File: config.mk
export PLATFORM = sky130hd
export DESIGN_NAME = dice_turn_controller
export DESIGN_NICKNAME = d
export VERILOG_FILES = /design/src/rtl/dice_game_pkg.sv /design/src/rtl/step_timer.sv /design/src/rtl/dice_turn_controller.sv
export SDC_FILE = /design/constraint.sdc
export NUM_CORES = 1
export LEC_CHECK = 0
export CAP_MARGIN = 20
export CELL_PAD_IN_SITES_DETAIL_PLACEMENT = 0
export CELL_PAD_IN_SITES_GLOBAL_PLACEMENT = 1
export CORE_AREA = 4 4 74 76
export DETAILED_ROUTE_END_ITERATION = 12
export DIE_AREA = 0 0 78 80
export MAX_ROUTING_LAYER = met4
export PLACE_DENSITY_LB_ADDON = 0.1
export SETUP_SLACK_MARGIN = 0.5
export SLEW_MARGIN = 10
export SYNTH_ARGS = -nofsm -noshare
export SYNTH_HDL_FRONTEND = slang
export SYNTH_HIERARCHICAL = 1
export SYNTH_SLANG_ARGS = --single-unit
File: constraint.sdc
create_clock -name clk -period 4.35 [get_ports clk]
set_input_delay 0.435 -clock clk [delete_from_list [all_inputs] [get_ports clk]]
set_output_delay 0.435 -clock clk [all_outputs]
set_load 0.005 [all_outputs]
File: src/rtl/dice_game_pkg.sv
// Shared types for the dice board game: FSM state encoding, die color codes
// and the color-to-steps mapping used when a roll is accepted.
package dice_game_pkg;

  typedef enum logic [2:0] {
    ST_IDLE        = 3'd0,
    ST_WAIT_COLOR  = 3'd1,
    ST_MOVE        = 3'd2,
    ST_WAIT_CLEAR  = 3'd3,
    ST_NEXT_PLAYER = 3'd4,
    ST_GAME_OVER   = 3'd5
  } game_state_e;

  typedef enum logic [1:0] {
    COLOR_NONE  = 2'b00,
    COLOR_RED   = 2'b01,
    COLOR_GREEN = 2'b10,
    COLOR_BLUE  = 2'b11
  } color_e;

  function automatic logic [1:0] color_to_steps(input color_e color);
    logic [1:0] steps;
    case (color)
      COLOR_RED:   steps = 2'd1;
      COLOR_GREEN: steps = 2'd2;
      COLOR_BLUE:  steps = 2'd3;
      default:     steps = 2'd0;
    endcase
    return steps;
  endfunction

endpackage

File: src/rtl/step_timer.sv
// Free-running down-counter that paces piece movement: tick fires once every
// STEP_CYCLES enabled cycles, counting from the most recent load.
module step_timer #(
  parameter int STEP_CYCLES = 4
) (
  input  logic clk,
  input  logic reset,
  input  logic load,
  input  logic en,
  output logic tick
);

  localparam int CW = (STEP_CYCLES > 1) ? $clog2(STEP_CYCLES) : 1;
  localparam logic [CW-1:0] RELOAD = CW'(STEP_CYCLES - 1);

  logic [CW-1:0] count;

  assign tick = en && (count == '0);

  // NOTE: sequential state uses non-blocking assignments so every flop samples
  // pre-edge values regardless of process evaluation order.
  always_ff @(posedge clk or negedge reset) begin
    if (!reset) begin
      count <= '0;
    end else if (load || tick) begin
      count <= RELOAD;
    end else if (en) begin
      count <= count - CW'(1);
    end
  end

endmodule

File: src/rtl/dice_turn_controller.sv
// Turn sequencer for a color-die board game: accepts a qualified die color,
// walks the current player's piece one square per step period, and rotates turns.
module dice_turn_controller
  import dice_game_pkg::*;
#(
  parameter int          NUM_PLAYERS    = 2,
  parameter int          TRACK_LEN      = 20,
  parameter int          STEP_CYCLES    = 4,
  parameter logic [15:0] MIN_CONFIDENCE = 16'd100
) (
  input  logic        clk,
  input  logic        reset,
  input  logic        start,
  input  logic [1:0]  detected_color,
  input  logic        color_result_ready,
  input  logic        turn_end,
  input  logic [15:0] color_confidence,
  output logic [1:0]  cur_player,
  output logic [19:0] player_pos,
  output logic [2:0]  game_state,
  output logic        step_pulse,
  output logic        game_over,
  output logic [1:0]  winner
);

  localparam logic [4:0] FINISH      = 5'(TRACK_LEN - 1);
  localparam logic [1:0] LAST_PLAYER = 2'(NUM_PLAYERS - 1);

  game_state_e     state_q, state_d;
  logic [1:0]      cur_q;
  logic [3:0][4:0] pos_q;
  logic [1:0]      steps_q;
  logic [1:0]      winner_q;
  logic            step_pulse_q;
  logic            game_over_q;

  logic       tick;
  logic       roll_ok;
  logic       clear_game;
  logic       accept_roll;
  logic       do_step;
  logic       advance;
  logic [4:0] pos_cur;
  logic [4:0] pos_inc;
  logic       hits_finish;

  step_timer #(
    .STEP_CYCLES(STEP_CYCLES)
  ) u_step_timer (
    .clk  (clk),
    .reset(reset),
    .load (accept_roll),
    .en   (state_q == ST_MOVE),
    .tick (tick)
  );

  assign roll_ok = color_result_ready
                && (color_e'(detected_color) != COLOR_NONE)
                && (color_confidence >= MIN_CONFIDENCE);

  // Saturating advance keeps the piece from ever passing the finish square.
  assign pos_cur     = pos_q[cur_q];
  assign pos_inc     = (pos_cur >= FINISH) ? FINISH : pos_cur + 5'd1;
  assign hits_finish = (pos_inc == FINISH);

  always_ff @(posedge clk or negedge reset) begin
    if (!reset) state_q <= ST_IDLE;
    else        state_q <= state_d;
  end

  // NOTE: every signal driven here gets a default first, so no path through
  // the case statement can leave one unassigned and infer a latch.
  always_comb begin
    state_d     = state_q;
    clear_game  = 1'b0;
    accept_roll = 1'b0;
    do_step     = 1'b0;
    advance     = 1'b0;
    case (state_q)
      ST_IDLE, ST_GAME_OVER: begin
        if (start) begin
          clear_game = 1'b1;
          state_d    = ST_WAIT_COLOR;
        end
      end
      ST_WAIT_COLOR: begin
        // turn_end is meaningless here, even when it coincides with a roll.
        if (roll_ok) begin
          accept_roll = 1'b1;
          state_d     = ST_MOVE;
        end
      end
      ST_MOVE: begin
        if (tick) begin
          do_step = 1'b1;
          if (hits_finish)           state_d = ST_GAME_OVER;
          else if (steps_q == 2'd1)  state_d = ST_WAIT_CLEAR;
        end
      end
      ST_WAIT_CLEAR: begin
        if (turn_end) state_d = ST_NEXT_PLAYER;
      end
      ST_NEXT_PLAYER: begin
        advance = 1'b1;
        state_d = ST_WAIT_COLOR;
      end
      default: state_d = ST_IDLE;
    endcase
  end

  // NOTE: the position array is a handful of flops, not a RAM, so it is reset
  // along with the rest of the game state.
  always_ff @(posedge clk or negedge reset) begin
    if (!reset) begin
      cur_q        <= '0;
      pos_q        <= '0;
      steps_q      <= '0;
      winner_q     <= '0;
      step_pulse_q <= 1'b0;
      game_over_q  <= 1'b0;
    end else begin
      step_pulse_q <= do_step;
      game_over_q  <= (state_d == ST_GAME_OVER);
      if (clear_game) begin
        cur_q    <= '0;
        pos_q    <= '0;
        steps_q  <= '0;
        winner_q <= '0;
      end
      if (accept_roll) steps_q <= color_to_steps(color_e'(detected_color));
      if (do_step) begin
        pos_q[cur_q] <= pos_inc;
        steps_q      <= steps_q - 2'd1;
        if (hits_finish) winner_q <= cur_q;
      end
      if (advance) cur_q <= (cur_q == LAST_PLAYER) ? 2'd0 : cur_q + 2'd1;
    end
  end

  assign cur_player = cur_q;
  assign player_pos = pos_q;
  assign game_state = state_q;
  assign step_pulse = step_pulse_q;
  assign game_over  = game_over_q;
  assign winner     = winner_q;

endmodule

Word level (Yosys, flattened, before mapping)
Index checks and enable logic that the tools add are counted.

word-level totals
  output and inout port bits = 29
  register bits = 33
  input port bits = 23
  word-level logic and storage cells = 76

cells by class
  reductions and logical operators = 12
  muxes and demuxes = 33
  equality and inequality tests = 12
  order comparisons = 4
  add/subtract/negate cells = 4

operator list
  operator               number
  $mux W20               2
  $bwmux W20             1
  $mux W2                10
  $mux W3                6
  $ge A16 B7 Y1 const B  1
  $mux W5                3
  $pmux W3 S5            1
  $bmux W5 S2            1
  $demux W5 S2           1
  $eq A3 B3 Y1 const B   3
  $mux W1                7
  $eq A2 B1 Y1 const B   3
  $eq A3 B2 Y1 const B   2
  $pmux W2 S3            1
  $reduce_bool A2 Y1     3
  $add A5 B1 Y5 const B  1
  $eq A5 B5 Y1 const B   1
  $ge A5 B5 Y1 const B   1
  $eq A2 B2 Y1 const B   2
  $logic_and A1 B1 Y1    4
  $sub A2 B1 Y2 const B  2
  $eq A3 B1 Y1 const B   1
  $logic_not A3 Y1       1
  $lt A2 B3 Y1 const B   1
  other kinds (6)        6

Depth between registers and ports, before layout
  word-level depth = 9
  gate-level depth with buffers = 10
  gate-level depth less buffers = 8

Hierarchy
Netlist, hierarchy kept.

by module, submodules not included
  module                sequential area each (um^2)  times used  area each (um^2)  cells an instance
  dice_turn_controller  775.7                        1           1669.1            166
  step_timer            50.0                         1           112.6             12

Worst setup path before layout
OpenSTA, ideal clock, no wires.

  path kind = reg2reg
  start point = register cur_q[0], in the netlist cur_player[0]
  end point = register winner_q[0], in the netlist winner[0]
  clock period less this slack = 2.658 ns
  data arrival time = 2.535 ns
  stages on the path, launching flop included = 11
  slack = 1.692 ns
  path buffers = 2
  data required time = 4.227 ns
  setup time = 0.123 ns
  cell sequence = dfrtp_1 buf_6 mux4_2 ha_1 nor2_1 a22o_1 a31o_4 or3_1 or3_1 buf_2 mux2i_1

between the ends
  cells in the longest elaborated chain, start to end = 7
  elaborated cells on any way between the ends = 8
  those cells by class = add/sub: 1; order compare: 1; eq/ne: 1; mux: 5

RTL lines
  item                                                  RTL line                     RTL
  start, declared                                       dice_turn_controller.sv:30   logic [1:0] cur_q;
  start signal, assigned                                dice_turn_controller.sv:136  if (advance) cur_q <= (cur_q == LAST_PLAYER) ? 2'd0 : cur_q + 2'd1;
  $bmux W5 S2                                           dice_turn_controller.sv:62   assign pos_cur = pos_q[cur_q];
  $mux W5 (implied by the code)                         dice_turn_controller.sv:62
  $add A5 B1 Y5 / $ge A5 B5 Y1 (equally long branches)  dice_turn_controller.sv:63   assign pos_inc = (pos_cur >= FINISH) ? FINISH : pos_cur + 5'd1;
  $mux W5                                               dice_turn_controller.sv:63
  $eq A5 B5 Y1                                          dice_turn_controller.sv:64   assign hits_finish = (pos_inc == FINISH);
  $mux W2 *                                             dice_turn_controller.sv:134  if (hits_finish) winner_q <= cur_q;
  $mux W2 *                                             dice_turn_controller.sv:131  if (do_step) begin
  end signal, assigned                                  dice_turn_controller.sv:134
  end, declared                                         dice_turn_controller.sv:33   logic [1:0] winner_q;

Every way passes the cells marked *; elsewhere a longest branch is shown, timed or not. The select of a mux whose other input is x is not followed.
A chain may end at the register's enable or synchronous reset.

Worst setup path in the final report
Same ends and word-level chain as after synthesis.

==> impl_metrics.yaml <==
outcome:
  outcome: "finished clean"
timing:
  hold_viol_final: 0
  period_share_pct: 73.2
  maxSlewViolCount: 0
  fmax_mhz: 314
  worst_slew_pin_slew_ns: 0.988
  max-slew-margin-rel_pct: 33.6
  rsz0062_at_grt: "false"
  period_needed_ns: 3.18
  finClkSkew_ns: 0.00668
  finalSetupViolations: 0
  setup_tns_ns: 0
clock_tree:
  holdBufCountCts: 0
  clock-sinks: 33
  cts_tree: "built"
  cts_root_buf: "clkbuf_8"
  clockBufferDepth: 2
  clk_latency_ns: 0.28
  cts_buffers: 5
  cts_setup_buffers: 0
  htreeDepth: 2
  post_cts_resize_count: 0
  path_clk_slew_ns: 0.06
synth:
  synthTopCellsByArea: "dfrtp_1 46%, mux2i_1 6.7%, nand3_1 5.6%, o21ai_0 4.8%, mux4_2 3.8%"
  muxShareOfSynthArea_pct: 12.6
  syn_area_sq_um: 1780
  synth-xor-area-share_pct: 1.47
  syn_avg_cell_area_sq_um: 10.0
  ys_types: 42
  syn_nets: 204
  yosys.area.top_type: "dfrtp_1"
  synth_top_area_share_pct: 46.3
  synthCells: 178
  ys_seq_elements: 33
  synthFlopType: "dfrtp_1"
  synth_fa_ha_area_share_pct: 2.11
  async_flop_share_pct: 100
  yosysWarnings: 6
  synth_top_family_by_area: "simple AND/OR/NAND/NOR gates"
  synth_edf_count: 0
  ys_seq_area_share_pct: 46.3
  yosys.area_share.simple_pct: 18.7
  synth_compound_area_share_pct: 14.0
finish:
  layout_commonest_cell: "clkdlybuf4s50_1"
  layout_common_cells: "49 x clkdlybuf4s50_1, 33 x dfrtp_1, 20 x nand3_1"
  fin_area_sq_um: 2400
  fillCellCount: 453
  area_delta_synth_final_pct: 34.9
  layout.nets: 252
  register_area_sq_um: 826
  n_antenna_cell: 0
  layout-drive-gt1-share_pct: 6.19
  fin_util_pct: 50.9
  multiInputGateArea_sq_um: 872
power_and_ir_drop:
  p_per_area_nw_per_um2: 362
  p_leak_nw: 0.988
  p_total_w: 0.000871
  peakVddDrop_v: 0.000141
route:
  via_per_inst: 5.27
  avgRoutedWirePerCell_microns: 15.7
  wirelength_microns: 4590
  dr.pass1.iters: 4
  drc_errors: 0
  vias: 1543
  ant_nets: 0
  first_iter_violations: 107
placement:
  place.detailed.hpwl_microns: 3370
  placed_area_sq_um: 2320
  port_buffers: 49
  gp_congestion: 0.763
floorplan:
  die_h_microns: 80
  core-area_sq_um: 4720
  die_w_microns: 78
  die_area_sq_um: 6240
  row_count: 25
  initial_core_util_pct: 37.7
  io_pins: 52
setup_path:
  cp.arrival_ns: 3.38
  cpPeakStageDelay_ns: 0.82
  worstSetupPathType: "reg2reg"
  critPathBufInv: 0
  end_kind: "register"
  cp_cell_sequence: "mux4_2 -> ha_1 -> nor2_1 -> a22o_1 -> nand3_1 -> a21oi_1 -> or3_1 -> mux2i_1"
  crit_slowest_cell: "dfrtp_1"
  cp_max_fo: 16
  crit_family: "multiplexers"
  cp-start-kind: "register"
  required_ns: 4.55
run:
  drv_cap: 0
global_routing:
  antenna_found_initial: 0
  overflow: 0
  grt_max_degree: 34
  grt_pass1_wl_microns: 7800
  grt_pass1_vias: 1587
  grt_use_total_pct: 16.4
worst_hold_path:
  hp-class: "reg2reg"
==> layout make-up <==
class,count,area share [%]
multi-input cells,126,36.3
flip-flops and latches,33,34.4
repair buffers,50,20.7
clock buffers,7,3.59
well taps,67,3.49
inverters,10,1.56
==> Yosys cell counts, types with 2 or more instances <==
cell / count
a211oi_1: 2
a21oi_1: 3
a22o_1: 2
a31oi_1: 2
clkbuf_1: 5
dfrtp_1: 33
ha_1: 3
inv_1: 9
mux2i_1: 12
mux4_2: 3
nand2_1: 14
nand2b_1: 5
nand3_1: 20
nor2_1: 9
nor2b_1: 3
nor3_1: 5
o21ai_0: 17
o22ai_1: 2
o31ai_1: 3
or3_1: 3
xor2_1: 2
==> path summary, 6_finish.rpt <==
kind | slack [ns] | to | start | cells past startpoint
min in group asynchronous | 0.57 | steps_q[1] | reset | 2
worst min register to register | 0.53 | winner[1] | winner[1] | 2
max in group asynchronous | 3.48 | player_pos[10] | reset | 2
worst max register to register | 1.17 | winner[0] | cur_player[0] | 8
worst max-delay path | 1.17 | winner[0] | cur_player[0] | 8
worst min-delay path | 0.53 | winner[1] | winner[1] | 2
==> cells by family after synthesis <==
| kind of cell | Yosys count |
|---|---|
| mux | 17 |
| fa+ha+maj | 3 |
| simple gates | 65 |
| flops | 33 |
| compound gates | 38 |
| xor+xnor | 3 |
| buf+inv | 19 |
==> registers in the layout, summed over array words and instances, names as in the netlist <==
signal	flops
player_pos	20
game_state	3
cur_player	2
steps_q	2
u_step_timer/count	2
winner	2
game_over	1
step_pulse	1
==> metal layers <==
layer | wire (microns) | global-route usage, %
met1 | 2080 | 21.0
met2 | 2260 | 27.1
met3 | 217 | 3.50
met4 | 34 | 3.67
met5 | 0 | -
==> per-stage QoR <==
stage | hold WS (ns) | cells | setup slack (ns)
after floorplan | 0.139 | 178 | 1.69
after global placement | 0.510 | 286 | 1.25
after detailed placement | 0.519 | 286 | 1.17
after CTS | 0.529 | 293 | 1.14
after global routing | 0.554 | 293 | 0.859
final | 0.527 | 293 | 1.17
==> where the power goes <==
group          switching (W)  total, W  leakage (nW)  internal [W]
sequential         0.0000621  0.000401         0.448      0.000339
clock               0.000102  0.000227        0.0443      0.000125
combinational       0.000119  0.000242         0.496      0.000123
total               0.000284  0.000871         0.988      0.000587
==> worst reg2reg max path, cell delays in order (launching register included) <==
cell     delay (ns)
dfrtp_1        0.82
mux4_2         0.68
ha_1           0.29
nor2_1         0.11
a22o_1         0.21
nand3_1        0.09
a21oi_1        0.39
or3_1          0.31
mux2i_1        0.21
No activity file was read; power rests on OpenSTA's default activity.
